--- src/rtl/shader_pkg.sv ---
// Shared definitions for the PWM row shader.
//   - parameter range limits for ROWS / BITS
//   - mode encodings (edge-aligned vs phase-staggered)
//   - helper giving the LSB position of row k's value inside values_in
package shader_pkg;

  localparam int ROWS_MIN = 1;
  localparam int ROWS_MAX = 64;
  localparam int BITS_MIN = 1;
  localparam int BITS_MAX = 8;

  localparam logic MODE_EDGE    = 1'b0;
  localparam logic MODE_STAGGER = 1'b1;

  // Row k occupies values_in[value_lo(k,bits) +: bits].
  function automatic int unsigned value_lo(input int unsigned k, input int unsigned bits);
    return k * bits;
  endfunction

endpackage

--- src/rtl/shader_row_cmp.sv ---
// Per-row phase adder and comparator.
// Ports:
//   value  in  BITS  committed brightness of this row
//   cnt    in  BITS  shared period counter
//   mode   in  1     MODE_EDGE: phase = cnt, MODE_STAGGER: phase = cnt + K
//   on     out 1     value > phase (combinational; registered by the top)
// K is the row index, a parameter so the offset folds into a constant add.
module shader_row_cmp
  import shader_pkg::*;
#(
  parameter int BITS = 5,
  parameter int K    = 0
) (
  input  logic [BITS-1:0] value,
  input  logic [BITS-1:0] cnt,
  input  logic            mode,
  output logic            on
);

  // Truncation to BITS gives the mod 2^BITS wrap of the row offset.
  localparam logic [BITS-1:0] K_OFF = BITS'(K);

  logic [BITS-1:0] ph;

  always_comb begin
    ph = cnt;
    if (mode == MODE_STAGGER) begin
      ph = cnt + K_OFF;
    end
    // Phase spans 0..2^BITS-1 exactly once per period, so a value v is
    // on for exactly v cycles regardless of the offset.
    on = (value > ph);
  end

endmodule

--- src/rtl/shader_pwm.sv ---
// Parametrised PWM row shader for the POV globe LED column.
// Each row's brightness is compared against a free-running period counter;
// new values are staged on load and committed to the shadow set only at the
// period wrap so one period never mixes old and new values.
// Ports:
//   clk, rst       clock, asynchronous active-high reset
//   en             advance counter / update rows (outputs hold when low)
//   mode           0 edge-aligned, 1 phase-staggered
//   load           capture values_in into the staging buffer
//   values_in      ROWS*BITS packed row values, row k at [BITS*k +: BITS]
//   pending        staged values await commit
//   rows           per-row LED on bits (registered)
//   cnt            period counter
//   period_start   pulse in first cycle of each new period
module shader_pwm
  import shader_pkg::*;
#(
  parameter int ROWS = 32,
  parameter int BITS = 5
) (
  input  logic                 clk,
  input  logic                 rst,
  input  logic                 en,
  input  logic                 mode,
  input  logic                 load,
  input  logic [ROWS*BITS-1:0] values_in,
  output logic                 pending,
  output logic [ROWS-1:0]      rows,
  output logic [BITS-1:0]      cnt,
  output logic                 period_start
);

  localparam logic [BITS-1:0] CNT_MAX = {BITS{1'b1}};

  if (ROWS < ROWS_MIN || ROWS > ROWS_MAX || BITS < BITS_MIN || BITS > BITS_MAX) begin : g_param_err
    $error("shader_pwm: ROWS or BITS out of supported range");
  end

  logic [BITS-1:0] values_arr [ROWS];
  logic [BITS-1:0] staged_q   [ROWS];
  logic [BITS-1:0] staged_d   [ROWS];
  logic [BITS-1:0] shadow_q   [ROWS];
  logic [BITS-1:0] shadow_d   [ROWS];
  logic [ROWS-1:0] on_vec;
  logic [ROWS-1:0] rows_q, rows_d;
  logic [BITS-1:0] cnt_q, cnt_d;
  logic            pending_q, pending_d;
  logic            ps_q, ps_d;
  logic            wrap;

  for (genvar gi = 0; gi < ROWS; gi++) begin : g_row
    assign values_arr[gi] = values_in[value_lo(gi, BITS) +: BITS];

    shader_row_cmp #(
      .BITS (BITS),
      .K    (gi)
    ) u_cmp (
      .value (shadow_q[gi]),
      .cnt   (cnt_q),
      .mode  (mode),
      .on    (on_vec[gi])
    );
  end

  always_comb begin
    wrap      = en && (cnt_q == CNT_MAX);
    cnt_d     = cnt_q;
    rows_d    = rows_q;
    ps_d      = ps_q;
    pending_d = pending_q;
    staged_d  = staged_q;
    shadow_d  = shadow_q;

    if (en) begin
      cnt_d  = cnt_q + BITS'(1);
      rows_d = on_vec;
      ps_d   = wrap;
    end

    if (load) begin
      staged_d  = values_arr;
      pending_d = 1'b1;
    end

    // A load landing on the wrap cycle goes straight to the shadow set so
    // its best-case latency is two cycles; it also leaves nothing pending.
    if (wrap) begin
      if (load) begin
        shadow_d = values_arr;
      end else if (pending_q) begin
        shadow_d = staged_q;
      end
      pending_d = 1'b0;
    end
  end

  always_ff @(posedge clk or posedge rst) begin
    if (rst) begin
      cnt_q     <= '0;
      rows_q    <= '0;
      ps_q      <= 1'b0;
      pending_q <= 1'b0;
      for (int i = 0; i < ROWS; i++) begin
        staged_q[i] <= '0;
        shadow_q[i] <= '0;
      end
    end else begin
      cnt_q     <= cnt_d;
      rows_q    <= rows_d;
      ps_q      <= ps_d;
      pending_q <= pending_d;
      staged_q  <= staged_d;
      shadow_q  <= shadow_d;
    end
  end

  assign pending      = pending_q;
  assign rows         = rows_q;
  assign cnt          = cnt_q;
  assign period_start = ps_q;

endmodule

--- config.mk ---
export PLATFORM = sky130hd
export DESIGN_NAME = shader_pwm
export DESIGN_NICKNAME = d
export VERILOG_FILES = /design/src/rtl/shader_pkg.sv /design/src/rtl/shader_row_cmp.sv /design/src/rtl/shader_pwm.sv
export SDC_FILE = /design/constraint.sdc
export NUM_CORES = 1
export LEC_CHECK = 0
export CAP_MARGIN = 20
export CORE_MARGIN = 1.5
export CORE_UTILIZATION = 40
export CTS_CLUSTER_SIZE = 10
export DETAILED_ROUTE_END_ITERATION = 8
export PLACE_DENSITY = 0.68
export SKIP_LAST_GASP = 1
export SYNTH_ARGS = -nofsm -noshare
export SYNTH_HDL_FRONTEND = slang
export SYNTH_SLANG_ARGS = --single-unit
--- constraint.sdc ---
create_clock -name clk -period 15.4 [get_ports clk]
set_input_delay 3.85 -clock clk [delete_from_list [all_inputs] [get_ports clk]]
set_output_delay 3.85 -clock clk [all_outputs]
set_load 0.02 [all_outputs]
Word level (Yosys, flattened, before mapping)
Index checks and enable logic that the tools add are counted.

Bits in registers: 359. Bits of input ports: 165. Logic and storage cells: 171.

$add $sub $neg: 31. Order comparisons: 32. Eq/ne operators: 1. Mux-type cells: 35. Reduce and logical (&&, ||, !) cells: 4.

Operators by type and width (count): $mux W160 (2); $gt A5 B5 Y1 (32); $mux W5 (31); $add A5 B5 Y5 const B (16); $add A5 B4 Y5 const B (8); $add A5 B3 Y5 const B (4); $add A5 B2 Y5 const B (2); $add A5 B1 Y5 const B (1); $eq A5 B5 Y1 const B (1); $reduce_bool A2 Y1 (2); $mux W1 (2); $reduce_and A2 Y1 (1); $logic_and A1 B1 Y1 (1).

Logic depth before layout (Yosys ltp)
Depth after elaboration: 3. Mapped depth: 13.

Cells and area by module
Synthesis repeated with hierarchy kept, for this count alone.

Cell total of the unflattened synthesis: 1485. Area, all modules: 19413.6 um^2.

By module, submodules not included: shader_pwm (times used 1, cells an instance 766, area each 13721.9 um^2, seq. area each 8983.6 um^2); shader_row_cmp (g_row[25].u_cmp ...) (times used 2, cells an instance 23, area each 190.2 um^2, seq. area each 0.0 um^2); shader_row_cmp (g_row[15].u_cmp) (times used 1, cells an instance 26, area each 212.7 um^2, seq. area each 0.0 um^2); shader_row_cmp (g_row[31].u_cmp) (times used 1, cells an instance 25, area each 207.7 um^2, seq. area each 0.0 um^2); shader_row_cmp (g_row[23].u_cmp) (times used 1, cells an instance 26, area each 203.9 um^2, seq. area each 0.0 um^2); shader_row_cmp (g_row[27].u_cmp) (times used 1, cells an instance 27, area each 203.9 um^2, seq. area each 0.0 um^2); shader_row_cmp (g_row[11].u_cmp) (times used 1, cells an instance 27, area each 201.4 um^2, seq. area each 0.0 um^2); shader_row_cmp (g_row[3].u_cmp) (times used 1, cells an instance 25, area each 201.4 um^2, seq. area each 0.0 um^2); shader_row_cmp (g_row[29].u_cmp) (times used 1, cells an instance 23, area each 197.7 um^2, seq. area each 0.0 um^2); shader_row_cmp (g_row[7].u_cmp) (times used 1, cells an instance 26, area each 197.7 um^2, seq. area each 0.0 um^2); shader_row_cmp (g_row[19].u_cmp) (times used 1, cells an instance 26, area each 193.9 um^2, seq. area each 0.0 um^2); shader_row_cmp (g_row[13].u_cmp) (times used 1, cells an instance 23, area each 191.4 um^2, seq. area each 0.0 um^2); shader_row_cmp (g_row[21].u_cmp) (times used 1, cells an instance 24, area each 191.4 um^2, seq. area each 0.0 um^2); shader_row_cmp (g_row[30].u_cmp) (times used 1, cells an instance 23, area each 188.9 um^2, seq. area each 0.0 um^2); 18 more rows.

Worst setup path after synthesis
Ideal clock, no wire load.

Path kind: input-to-reg. Start: input port mode. End: register rows_q[9], in the netlist rows[9]. Library setup time: 0.129 ns. Arrival: 5.890 ns. Data required time: 15.271 ns. Setup slack: 9.381 ns. Stages: 9. Path buffers: 2. Cells stage by stage: clkbuf_1 > buf_1 > nand2_1 > xnor2_1 > ha_1 > a21o_1 > maj3_1 > a211oi_1 > a21oi_1.

Cells in the longest elaborated chain, start to end: 2.

RTL lines: start, declared (line shader_pwm.sv:24) `input logic mode,`; $mux W5 (line shader_row_cmp.sv:27) `if (mode == MODE_STAGGER) begin`; $gt A5 B5 Y1 (line shader_row_cmp.sv:32) `on = (value > ph);`; end signal, assigned (line shader_pwm.sv:109) `rows_q <= rows_d;`; end, declared (line shader_pwm.sv:45) `logic [ROWS-1:0] rows_q, rows_d;`.

Every way passes these cells. A chain may end at the register's enable or synchronous reset.

Worst setup path after layout
Start: input port mode. End: register rows_q[3], in the netlist rows[3].

The elaborated chain is that of the path after synthesis.

==> metrics.yaml <==
final_layout:
  n_antenna_cell: 0
  final_util: 0.4943
  syn2layout_area_growth_pct: 21.62
  mostFrequentLayoutCells: "dfrtp_1, mux2_2, clkdlybuf4s50_1"
  fin_cells: 2253
  nNetsFinal: 1977
  drive_gt1_frac: 0.2234
  fillers: 3950
  design_area_um2: 21900
  final_common_cell: "dfrtp_1"
clock_network:
  numCtsBuffers: 43
  ctsHoldBuffers: 0
  post_cts_buffers: 0
  cts_tree: "built"
  ctsResizeCount: 0
  htreeDepth: 2
  cts-root-buf: "clkbuf_16"
  clock_path_buffers: 3
  clkTransAtPathRegs_ns: 0.05
  insertion_delay_ns: 0.56
  cts_sinks: 359
timing:
  fin_crit_ns: 6.527
  setup-tns-final_ns: 0
  tightestPinTransition_ns: 1.154
  hold_violations: 0
  rsz0062_at_grt: "false"
  fin_crit_sh: 0.4238
  slew_headroom: 0.2308
  max_freq_ghz: 0.1532
  skew_ns: 0.02523
  setup_viol: 0
  finalMaxSlewViolations: 0
setup_path:
  r2r-end: "rows[22]$_DFFE_PP0P_"
  cp_cell_sequence: "clkdlybuf4s50_1 -> buf_4 -> inv_1 -> nor2_1 -> xnor2_1 -> ha_1 -> a21o_1 -> maj3_1 -> nand2_1 -> a211oi_1"
  path_delay_family: "buffers and inverters"
  critPathLaunchType: "input port"
  end_kind: "flop"
  critPathBufInv: 3
  crit_path_max_fanout: 43
  critPathSlowestCell: "xnor2_1"
  worstSetupStartpoint: "mode"
  reg2reg_depth: 9
  slowest_delay_ns: 0.78
  critPathKind: "input port to flop"
  r2r_start: "cnt[2]$_DFFE_PP0P_"
  worstPathArrival_ns: 6.96
  required_ns: 15.83
  r2r_slack_ns: 11.50
logic_synthesis:
  synth_ff_type: "dfrtp_1"
  synth_enable_flop_cells: 0
  avgSynthCellArea_um2: 12.43
  synth_cell_type_count: 49
  yosysTopAreaCell: "dfrtp_1"
  synth_area_um2: 18010
  seq_area_frac_synth: 0.4988
  synth.top_cell.area_share: 0.4988
  synth.net_count: 1775
  synth_area_leaders: "dfrtp_1, mux2_2, ha_1"
  postSynthCellCount: 1449
  synth_seq_cells: 359
  ys_warn_count: 0
  async_flop_share: 1.000
grt:
  antenna_found_initial: 0
  grt_max_degree: 180
  grt_pass1_wl_um: 71960
  track_usage: 0.2015
  grt_pass1_vias: 12630
  grt_overflow_total: 0
floorplan:
  die_y_um: 215.2
  ioPinCount: 204
  initial_core_util: 0.4064
  num_rows: 77
  die_w_um: 215.2
  core-area_um2: 44320
  die-area_um2: 46310
drt:
  drt-vias-per-instance: 5.235
  drc: 0
  wl_per_cell_um: 20.16
  drtIter0Drc: 562
  totalWireLength_um: 45430
  vias: 11790
  dr.pass1.iters: 4
  ant_nets: 0
placement:
  port-buffer-count: 203
  routabilityCongestion: 0.8438
  dp_cells: 2198
  dpl_cell_area_um2: 20680
  hpwlAfterDp_um: 32030
pwr:
  powerDensity_nw_per_um2: 160.9
  ir_drop_mv: 0.06905
  p_switching_w: 0.001258
  comb_power_share: 0.402
  switching_share: 0.3571
  seq_power_share: 0.336
  p_int_w: 0.002265
  clockPowerShare: 0.263
  p_leak_nw: 10.30
min_path:
  hold_path_class: "flop to flop"
  hold_start: "rows[18]$_DFFE_PP0P_"
  hold_end: "rows[18]$_DFFE_PP0P_"
  hold_depth: 1
status:
  status: "complete, no violations"
job:
  drv_cap: 0
[per-layer routing]
layer	vias up	GRT usage	routed length [µm]
li1	5541	-	-
met1	5921	0.2583	19560
met2	250	0.3472	22720
met3	82	0.02817	1809
met4	0	0.07249	1338
met5	-	0	0
[state kept, by name (all words and copies together), names as in the netlist]
register      count
cnt               5
pending           1
period_start      1
rows             32
shadow_q        160
staged_q        160
[cell usage after synthesis, types with 2 or more instances]
cell      count
buf_1        11
nor2b_1      15
nand3_1      22
nand4_1       4
a211oi_1     23
o311a_1       6
buf_2        25
mux2_2      288
nand2b_1      2
or3_1         4
inv_1        70
nand2_1      48
inv_2         2
o21a_1       15
a21o_1       24
o32ai_1       4
buf_6         2
xnor2_2       2
a41o_1        5
a221oi_4      3
a21oi_1      72
xnor3_1       6
maj3_1       10
a22o_1        5
nor3_1        2
o22ai_1       7
ha_1        161
a31oi_1      14
nor2_1       76
nor4_1        6
a41oi_1       5
xnor2_1      51
xor2_1        2
dfrtp_1     359
and2_1        7
clkbuf_1     25
o21ai_0      37
a211o_1       3
and3_1       15
a21boi_0      2
[area by class of cell]
cell class	count	area (µm²)	area share
Tap cell	592	740.7	0.03381
Inverter	72	277.8	0.01268
Sequential cell	359	8984	0.4101
Multi-Input combinational cell	955	8489	0.3876
Clock buffer	51	1159	0.05289
Clock inverter	4	70.07	0.003199
Timing Repair Buffer	220	2185	0.09973
[power by group through the flow]
stage	sequential, W	combinational, W	clock, W
floorplan	0.00122	0.000884	0
global route	0.00120	0.00157	0.000988
detailed placement	0.00120	0.00142	0
global placement	0.00119	0.00136	0
finish	0.00118	0.00142	0.000925
CTS	0.00118	0.00143	0.000949
[logic make-up (layout without fill, tap and decap cells)]
group / after synthesis / count (layout) / share of synthesized area
DFF: 359 / 359 / 0.4988
muxes: 288 / 288 / 0.1801
and+or+nand+nor: 206 / 206 / 0.05307
buffers and inverters: 135 / 347 / 0.03071
xor gates and xnor gates: 61 / 61 / 0.03508
AOI/OAI and AO/OA: 229 / 229 / 0.08489
adders and majority gates: 171 / 171 / 0.1174
[worst max path at each step]
stage	to	slack, ns	depth (start not counted)
global route	rows[11]$_DFFE_PP0P_	8.71	10
detailed placement	rows[3]$_DFFE_PP0P_	8.35	10
CTS	rows[3]$_DFFE_PP0P_	8.94	10
global placement	rows[29]$_DFFE_PP0P_	8.37	9
floorplan	cnt[0]$_DFFE_PP0P_	1.59	1
finish	rows[3]$_DFFE_PP0P_	8.87	10
[metrics by stage]
stage,setup slack (ns),power [W],hold WS (ns)
3_5_place_dp,8.354,0.002620,0.4714
5_1_grt,8.711,0.003758,0.4968
3_3_place_gp,8.369,0.002554,0.4693
2_1_floorplan,1.588,0.002102,0.4694
6_report,8.873,0.003524,0.4818
4_1_cts,8.938,0.003563,0.4841
Note: power is estimated with default switching activity, not from simulation.
